--- src/rtl/serial2parallel_if.sv ---
// Handshake bundle between a serial bit source, the deserializer and the word consumer.
interface serial2parallel_if #(
  parameter int DATA_WIDTH = 4
);
  logic                  serin;
  logic                  start;
  logic [DATA_WIDTH-1:0] parout;
  logic                  parout_valid;
  logic                  parout_ready;
  logic                  busy;
  logic                  overrun;
  logic                  frame_error;

  modport master (
    output serin, start, parout_ready,
    input  parout, parout_valid, busy, overrun, frame_error
  );

  modport slave (
    input  serin, start, parout_ready,
    output parout, parout_valid, busy, overrun, frame_error
  );
endinterface

--- src/rtl/serial2parallel.sv ---
// MSB-first serial-to-parallel deserializer with a one-word output register,
// valid/ready handoff, and overrun / frame-error event pulses.
module serial2parallel #(
  parameter int DATA_WIDTH = 4
) (
  input  logic               clk,
  input  logic               reset,
  serial2parallel_if.slave   bus
);
  localparam int                CNT_W    = $clog2(DATA_WIDTH);
  localparam logic [CNT_W-1:0] LAST_BIT = CNT_W'(DATA_WIDTH - 1);

  typedef enum logic {IDLE, SHIFT} state_t;

  state_t                state;
  logic [CNT_W-1:0]      bit_cnt;
  // Only the bits ahead of the final one are stored; the final bit goes straight into the word.
  logic [DATA_WIDTH-2:0] shift_reg;
  logic [DATA_WIDTH-1:0] word;

  assign word = {shift_reg, bus.serin};

  // NOTE: every register here is updated with <= so all branches see pre-edge values.
  always_ff @(posedge clk or posedge reset) begin
    if (reset) begin
      state            <= IDLE;
      bit_cnt          <= '0;
      shift_reg        <= '0;
      bus.parout       <= '0;
      bus.parout_valid <= 1'b0;
      bus.busy         <= 1'b0;
      bus.overrun      <= 1'b0;
      bus.frame_error  <= 1'b0;
    end else begin
      bus.overrun     <= 1'b0;
      bus.frame_error <= 1'b0;

      if (bus.parout_valid && bus.parout_ready) begin
        bus.parout_valid <= 1'b0;
      end

      // A new start wins over completing the current word.
      if (bus.start) begin
        bus.frame_error <= (state == SHIFT);
        shift_reg       <= (DATA_WIDTH-1)'(bus.serin);
        bit_cnt         <= CNT_W'(1);
        state           <= SHIFT;
        bus.busy        <= 1'b1;
      end else if (state == SHIFT) begin
        shift_reg <= word[DATA_WIDTH-2:0];
        if (bit_cnt == LAST_BIT) begin
          state    <= IDLE;
          bit_cnt  <= '0;
          bus.busy <= 1'b0;
          if (!bus.parout_valid || bus.parout_ready) begin
            bus.parout       <= word;
            bus.parout_valid <= 1'b1;
          end else begin
            bus.overrun <= 1'b1;
          end
        end else begin
          bit_cnt <= bit_cnt + CNT_W'(1);
        end
      end
    end
  end
endmodule
--- src/flat_wrapper.sv ---
// flat-port wrapper written by rule: the top's interface ports become plain ports
module serial2parallel_flat 
#(
  parameter int DATA_WIDTH = 4
)
  (clk, reset, bus_serin, bus_start, bus_parout_ready, bus_parout, bus_parout_valid, bus_busy, bus_overrun, bus_frame_error);
  serial2parallel_if #(.DATA_WIDTH(DATA_WIDTH)) bus_i ();
  input  logic clk;
  input  logic reset;
  input wire logic [$bits(bus_i.serin)-1:0] bus_serin;
  input wire logic [$bits(bus_i.start)-1:0] bus_start;
  input wire logic [$bits(bus_i.parout_ready)-1:0] bus_parout_ready;
  output wire logic [$bits(bus_i.parout)-1:0] bus_parout;
  output wire logic [$bits(bus_i.parout_valid)-1:0] bus_parout_valid;
  output wire logic [$bits(bus_i.busy)-1:0] bus_busy;
  output wire logic [$bits(bus_i.overrun)-1:0] bus_overrun;
  output wire logic [$bits(bus_i.frame_error)-1:0] bus_frame_error;
  assign bus_i.serin = bus_serin;
  assign bus_i.start = bus_start;
  assign bus_i.parout_ready = bus_parout_ready;
  assign bus_parout = bus_i.parout;
  assign bus_parout_valid = bus_i.parout_valid;
  assign bus_busy = bus_i.busy;
  assign bus_overrun = bus_i.overrun;
  assign bus_frame_error = bus_i.frame_error;
  serial2parallel #(.DATA_WIDTH(DATA_WIDTH)) u_core (.clk(clk), .reset(reset), .bus(bus_i));
endmodule
--- config.mk ---
export PLATFORM = sky130hd
export DESIGN_NAME = serial2parallel_flat
export DESIGN_NICKNAME = d
export VERILOG_FILES = /design/src/rtl/serial2parallel_if.sv /design/src/rtl/serial2parallel.sv /design/src/flat_wrapper.sv
export SDC_FILE = /design/constraint.sdc
export NUM_CORES = 1
export LEC_CHECK = 0
export CAP_MARGIN = 10
export CORE_MARGIN = 2
export CORE_UTILIZATION = 44
export CTS_BUF_LIST = sky130_fd_sc_hd__clkbuf_16
export DETAILED_ROUTE_END_ITERATION = 10
export DONT_BUFFER_PORTS = 1
export PLACE_DENSITY = 0.61
export SYNTH_ARGS = -nofsm -noshare
export SYNTH_HDL_FRONTEND = slang
export SYNTH_SLANG_ARGS = --single-unit
--- constraint.sdc ---
create_clock -name clk -period 1.65 [get_ports clk]
set_input_delay 0.165 -clock clk [delete_from_list [all_inputs] [get_ports clk]]
set_output_delay 0.165 -clock clk [all_outputs]
set_load 0.005 [all_outputs]
==> results of run 1 <==
[where the power goes]
group / leakage (nW) / internal (mW) / total (mW) / switching (mW)
registers: 0.171 / 0.452 / 0.549 / 0.0967
logic: 0.135 / 0.131 / 0.225 / 0.0945
clock network: 0.0385 / 0.320 / 0.455 / 0.135
total: 0.345 / 0.903 / 1.23 / 0.326
[routing by layer]
layer | part of all wire | vias to the layer above | routed length [um] | global-route usage
met1 | 0.42 | 164 | 374 | 0.179
met3 | 0.095 | 2 | 84 | 0.0889
met5 | 0 | - | 0 | 0
met2 | 0.45 | 16 | 398 | 0.214
li1 | - | 145 | - | -
met4 | 0.031 | 0 | 27 | 0.125
[worst max-delay path: stages (launching register included)]
cell      delay (ns)
dfrtp_1         0.38
ha_1            0.27
nand3b_4        0.12
nor2b_4         0.18
mux2_2          0.35
[metrics by stage]
step | power, mW | hold slack (ns) | cell area, um2 | worst slack, ns | utilization
floorplan | 0.741 | 0.0542 | 581 | 0.357 | -
global placement | 0.760 | 0.0943 | 581 | 0.312 | 0.458
detailed placement | 0.777 | 0.119 | 581 | 0.260 | 0.458
CTS | 1.25 | 0.0183 | 679 | 0.245 | 0.536
global route | 1.32 | 0.0160 | 679 | 0.163 | 0.536
finish | 1.23 | 0.0178 | 679 | 0.239 | 0.536
[logic make-up after synthesis]
family,count (synthesis),synth area share
flops,14,0.603
simple gates,12,0.136
mux,8,0.149
buf+inv,4,0.0453
compound gates,3,0.0453
fa+ha+maj,1,0.0215
[worst min path at each step]
stage                    from                 endpoint  slack [ns]  cells after the start
global placement        reset  u_core.bus.parout_valid        0.09                      1
finish              bus_start          u_core.bus.busy        0.02                      1
global route        bus_start          u_core.bus.busy        0.02                      1
detailed placement      reset   u_core.bus.frame_error        0.12                      1
CTS                 bus_start          u_core.bus.busy        0.02                      1
floorplan               reset        u_core.bit_cnt[0]        0.05                      1
[synth_stat cells]
library cell   n  area, um2
nor2_1         5       18.8
nand2b_1       1       6.26
nor3_1         1       5.00
nor2b_4        1       13.8
and2_2         1       7.51
nand3b_4       1       20.0
nand2_1        2       7.51
inv_1          2       7.51
mux2i_1        3       30.0
a211o_2        1       10.0
a21o_2         1       8.76
o21bai_1       1       7.51
buf_4          1       7.51
dfrtp_1       14        350
mux2_2         5       56.3
ha_1           1       12.5
buf_6          1       11.3
[area by class of cell]
| cell class | count | area [um2] | area share |
|---|---|---|---|
| clock buffers | 3 | 75.1 | 0.110 |
| clock inverters | 1 | 3.75 | 0.00552 |
| inverters | 2 | 7.51 | 0.0110 |
| multi-input cells | 24 | 204 | 0.300 |
| flip-flops and latches | 14 | 350 | 0.516 |
| well taps | 15 | 18.8 | 0.0276 |
| repair buffers | 2 | 20.0 | 0.0295 |
[what timing repair did]
action                                 4_1_cts  5_1_grt
setup endpoints to repair                    0        0
endpoints found under the hold margin       17        0
hold buffers                                 2        0
==> flow_metrics.tcl, run 1 <==
set metrics [dict create \
    min-delay-path-class "primary input to flip-flop" \
    die_h_um 40.3 \
    stdcell_count 61 \
    post_cts_buffers 0 \
    port_buffers 0 \
    timing.final.crit_share 0.855 \
    r2r_setup_slack_ns 0.24 \
    leakage_nw 0.345 \
    r2r_cells 4 \
    die_x_um 40.3 \
    clk_pin_slew_ns 0.04 \
    dieArea_um2 1630 \
    initial_utilization 0.458 \
    setup_viol_count_final 0 \
    firstDrtPassIters 4 \
    initialDrtViolationCount 2 \
    numCtsBuffers 3 \
    cts_resized 0 \
    route.final.wire_length_um 885 \
    num-nets-final 53 \
    clock_sinks 14 \
    seq_area_frac_synth 0.603 \
    vias_per_cell 5.36 \
    clockRootBuffer "clkbuf_16" \
    syn_inst 42 \
    grt_use_total 0.158 \
    fin_skew_ns 0.000809 \
    ios 13 \
    grt_pass1_wl_mm 1.52 \
    grt_overflow 0 \
    drv_slew 0 \
    cts_buffer_depth 2 \
    antenna_found_initial 0 \
    via_count 327 \
    mostFrequentLayoutCells "14 x dfrtp_1, 5 x mux2_2, 5 x nor2_1, 3 x mux2i_1, 3 x clkbuf_16" \
    clk_latency_ns 0.24 \
    powerDensity_nw_per_um2 1810 \
    drc 0 \
    cts_tree "yes" \
    crit_path_max_fanout 4 \
    start_kind "flip-flop" \
    r2r_start "u_core.bit_cnt[0]" \
    slew_headroom 0.666 \
    dp_cells 55 \
    crit_start "u_core.bit_cnt[0]" \
    coreArea_um2 1270 \
    ant_nets 0 \
    htreeDepth 1 \
    fmax_mhz 709 \
    yosys_warnings 0 \
    crit_type "flip-flop to flip-flop" \
    end_kind "flip-flop" \
    antennaDiodeCount 0 \
    synth_nets 48 \
    crit_arrival_ns 1.54 \
    nFillCells 107 \
    place_congestion 0.689 \
    areaGrowthSynthToFinish_pct 17.0 \
    grt_pass1_vias 331 \
    post-dp-hpwl_um 613 \
    fin_crit_ns 1.41 \
    rr_endpoint "u_core.bus.parout[1]" \
    syn_area_um2 581 \
    core.rowCount 13 \
    tns_ns 0 \
    hold_violations 0 \
    ys_ff_latch 14 \
    grt_max_degree 15 \
    layout_commonest_cell "dfrtp_1" \
    tightest_slew_ns 0.500 \
    status "finished, final reports clean" \
    maxCapViolations 0 \
    largest_reg_flops 4 \
    syn_avg_cell_area_um2 13.8 \
    rsz0062_at_grt "false" \
    synth.distinct_cells 17 \
    layout-drive-gt1-share 0.283 \
    route.detailed.wl_per_inst_um 14.5 \
    vdd_drop_max_uv 809 \
    endpoint "u_core.bus.parout[1]" \
    required_ns 1.77 \
]
No activity file was read; power rests on OpenSTA's default activity.
==> run 2: changes to the inputs <==
--- a/config.mk
+++ b/config.mk
@@ -6,12 +6,12 @@
 export NUM_CORES = 1
 export LEC_CHECK = 0
 export CAP_MARGIN = 10
-export CORE_MARGIN = 2
-export CORE_UTILIZATION = 44
-export CTS_BUF_LIST = sky130_fd_sc_hd__clkbuf_16
+export CORE_AREA = 2 2 39 41
+export CTS_BUF_LIST = sky130_fd_sc_hd__clkbuf_4
 export DETAILED_ROUTE_END_ITERATION = 10
+export DIE_AREA = 0 0 41 43
 export DONT_BUFFER_PORTS = 1
-export PLACE_DENSITY = 0.61
+export PLACE_DENSITY = 0.6
 export SYNTH_ARGS = -nofsm -noshare
 export SYNTH_HDL_FRONTEND = slang
 export SYNTH_SLANG_ARGS = --single-unit
==> flow_metrics.tcl, run 2 (synthesis gave the netlist of run 1 again) <==
set metrics [dict create \
    holdPathStages 1 \
    stdcell_count 62 \
    holdWs_ns 0.0199 \
    critPathTopFamily "flip-flops" \
    nFillCells 129 \
    ios 13 \
    initial_utilization 0.420 \
    status "finished, final reports clean" \
    fmax_mhz 710 \
    start_kind "flip-flop" \
    r2r_setup_slack_ns 0.24 \
    setup_slack_ns 0.241 \
    r2r_start "u_core.bit_cnt[0]" \
    route.final.wire_length_um 848 \
    antennaDiodeCount 0 \
    drc 0 \
    hold_start "bus_start" \
    powerDensity_nw_per_um2 1510 \
    clk_latency_ns 0.26 \
    crit_type "flip-flop to flip-flop" \
    fin_skew_ns 0.00194 \
    r2r_cells 4 \
    grt_use_met2 0.159 \
    mostFrequentLayoutCells "14 x dfrtp_1, 5 x mux2_2, 5 x nor2_1" \
    clk_pin_slew_ns 0.07 \
    crit_path_max_fanout 4 \
    hold_end "u_core.state" \
    clockRootBuffer "clkbuf_4" \
    setup_viol_count_final 0 \
    rr_endpoint "u_core.bus.parout[1]" \
    finalInstanceArea_um2 634 \
    place_congestion 0.712 \
    end_kind "flip-flop" \
    tightest_slew_ns 0.513 \
    drv_slew 0 \
    firstDrtPassIters 4 \
    num-nets-final 54 \
    slew_headroom 0.657 \
    layout_commonest_cell "dfrtp_1" \
    cp_num_cells 4 \
    min-delay-path-class "primary input to flip-flop" \
    die_x_um 41 \
    required_ns 1.80 \
    timing.final.crit_share 0.854 \
    dp_cells 56 \
    grt_pass1_wl_mm 1.26 \
    initialDrtViolationCount 8 \
    numCtsBuffers 3 \
    finalPower_mw 0.958 \
    crit_arrival_ns 1.56 \
    vdd_drop_max_uv 702 \
    fin_crit_ns 1.41 \
    antenna_found_initial 0 \
    via_count 316 \
    cts_tree "yes" \
    port_buffers 0 \
    vias_per_cell 5.10 \
    grt_overflow 0 \
    layout-drive-gt1-share 0.283 \
    hold_violations 0 \
    largest_reg_flops 4 \
    grt.busiest_layer "met2" \
    grtUsageMet1 0.125 \
    coreArea_um2 1380 \
    post-dp-hpwl_um 612 \
    ant_nets 0 \
    rsz0062_at_grt "false" \
    die_h_um 43 \
    use_met3 0.0628 \
    grt_use_total 0.108 \
    tns_ns 0 \
    cpPeakStageDelay_ns 0.38 \
    areaGrowthSynthToFinish_pct 9.27 \
    post_cts_buffers 0 \
    post-place-ws_ns 0.251 \
    route.detailed.wl_per_inst_um 13.7 \
    dieArea_um2 1760 \
    crit_path_cell_trace "ha_1 -> nand3b_4 -> nor2b_4 -> mux2_2" \
    fin_util 0.458 \
    clock_sinks 14 \
    critPathBufInv 0 \
    cts_buffer_depth 2 \
    core.rowCount 14 \
    crit_slowest_cell "dfrtp_1" \
    dpl_cell_area_um2 582 \
    htreeDepth 1 \
    leakage_nw 0.324 \
    grt_max_degree 15 \
    grt_pass1_vias 297 \
    maxCapViolations 0 \
]
## run 2: layer usage
layer | part of all wire | routed length [um]
met1 | 0.47 | 400
met2 | 0.47 | 397
met3 | 0.060 | 51
met4 | 0 | 0
met5 | 0 | 0
## run 2: area by class of cell
type | instances | area (um2) | area share
Multi-Input combinational cell | 24 | 204 | 0.321
Tap cell | 16 | 20.0 | 0.0316
Inverter | 2 | 7.51 | 0.0118
Clock buffer | 3 | 22.5 | 0.0355
Sequential cell | 14 | 350 | 0.552
Timing Repair Buffer | 3 | 30.0 | 0.0473
## run 2: worst max path at each step
stage	startpoint	to	slack, ns
2_1_floorplan	u_core.bit_cnt[0]	u_core.bus.parout[0]	0.36
3_3_place_gp	u_core.bit_cnt[0]	u_core.bus.parout[0]	0.30
3_5_place_dp	u_core.bit_cnt[0]	u_core.bus.parout[3]	0.25
4_1_cts	u_core.bit_cnt[0]	u_core.bus.parout[3]	0.24
5_1_grt	u_core.bit_cnt[0]	u_core.bus.parout[0]	0.18
6_report	u_core.bit_cnt[0]	u_core.bus.parout[1]	0.24
## run 2: timing repair
item	4_1_cts	5_1_grt
endpoints found under the hold margin	18	1
hold buffers	2	1
gates resized for setup	0	0
endpoints found under the setup margin	0	0
## run 2: power breakdown
group          switching (mW)  internal, mW  leakage, nW
logic                  0.0990         0.134        0.140
clock network          0.0919        0.0842       0.0138
registers              0.0978         0.450        0.171
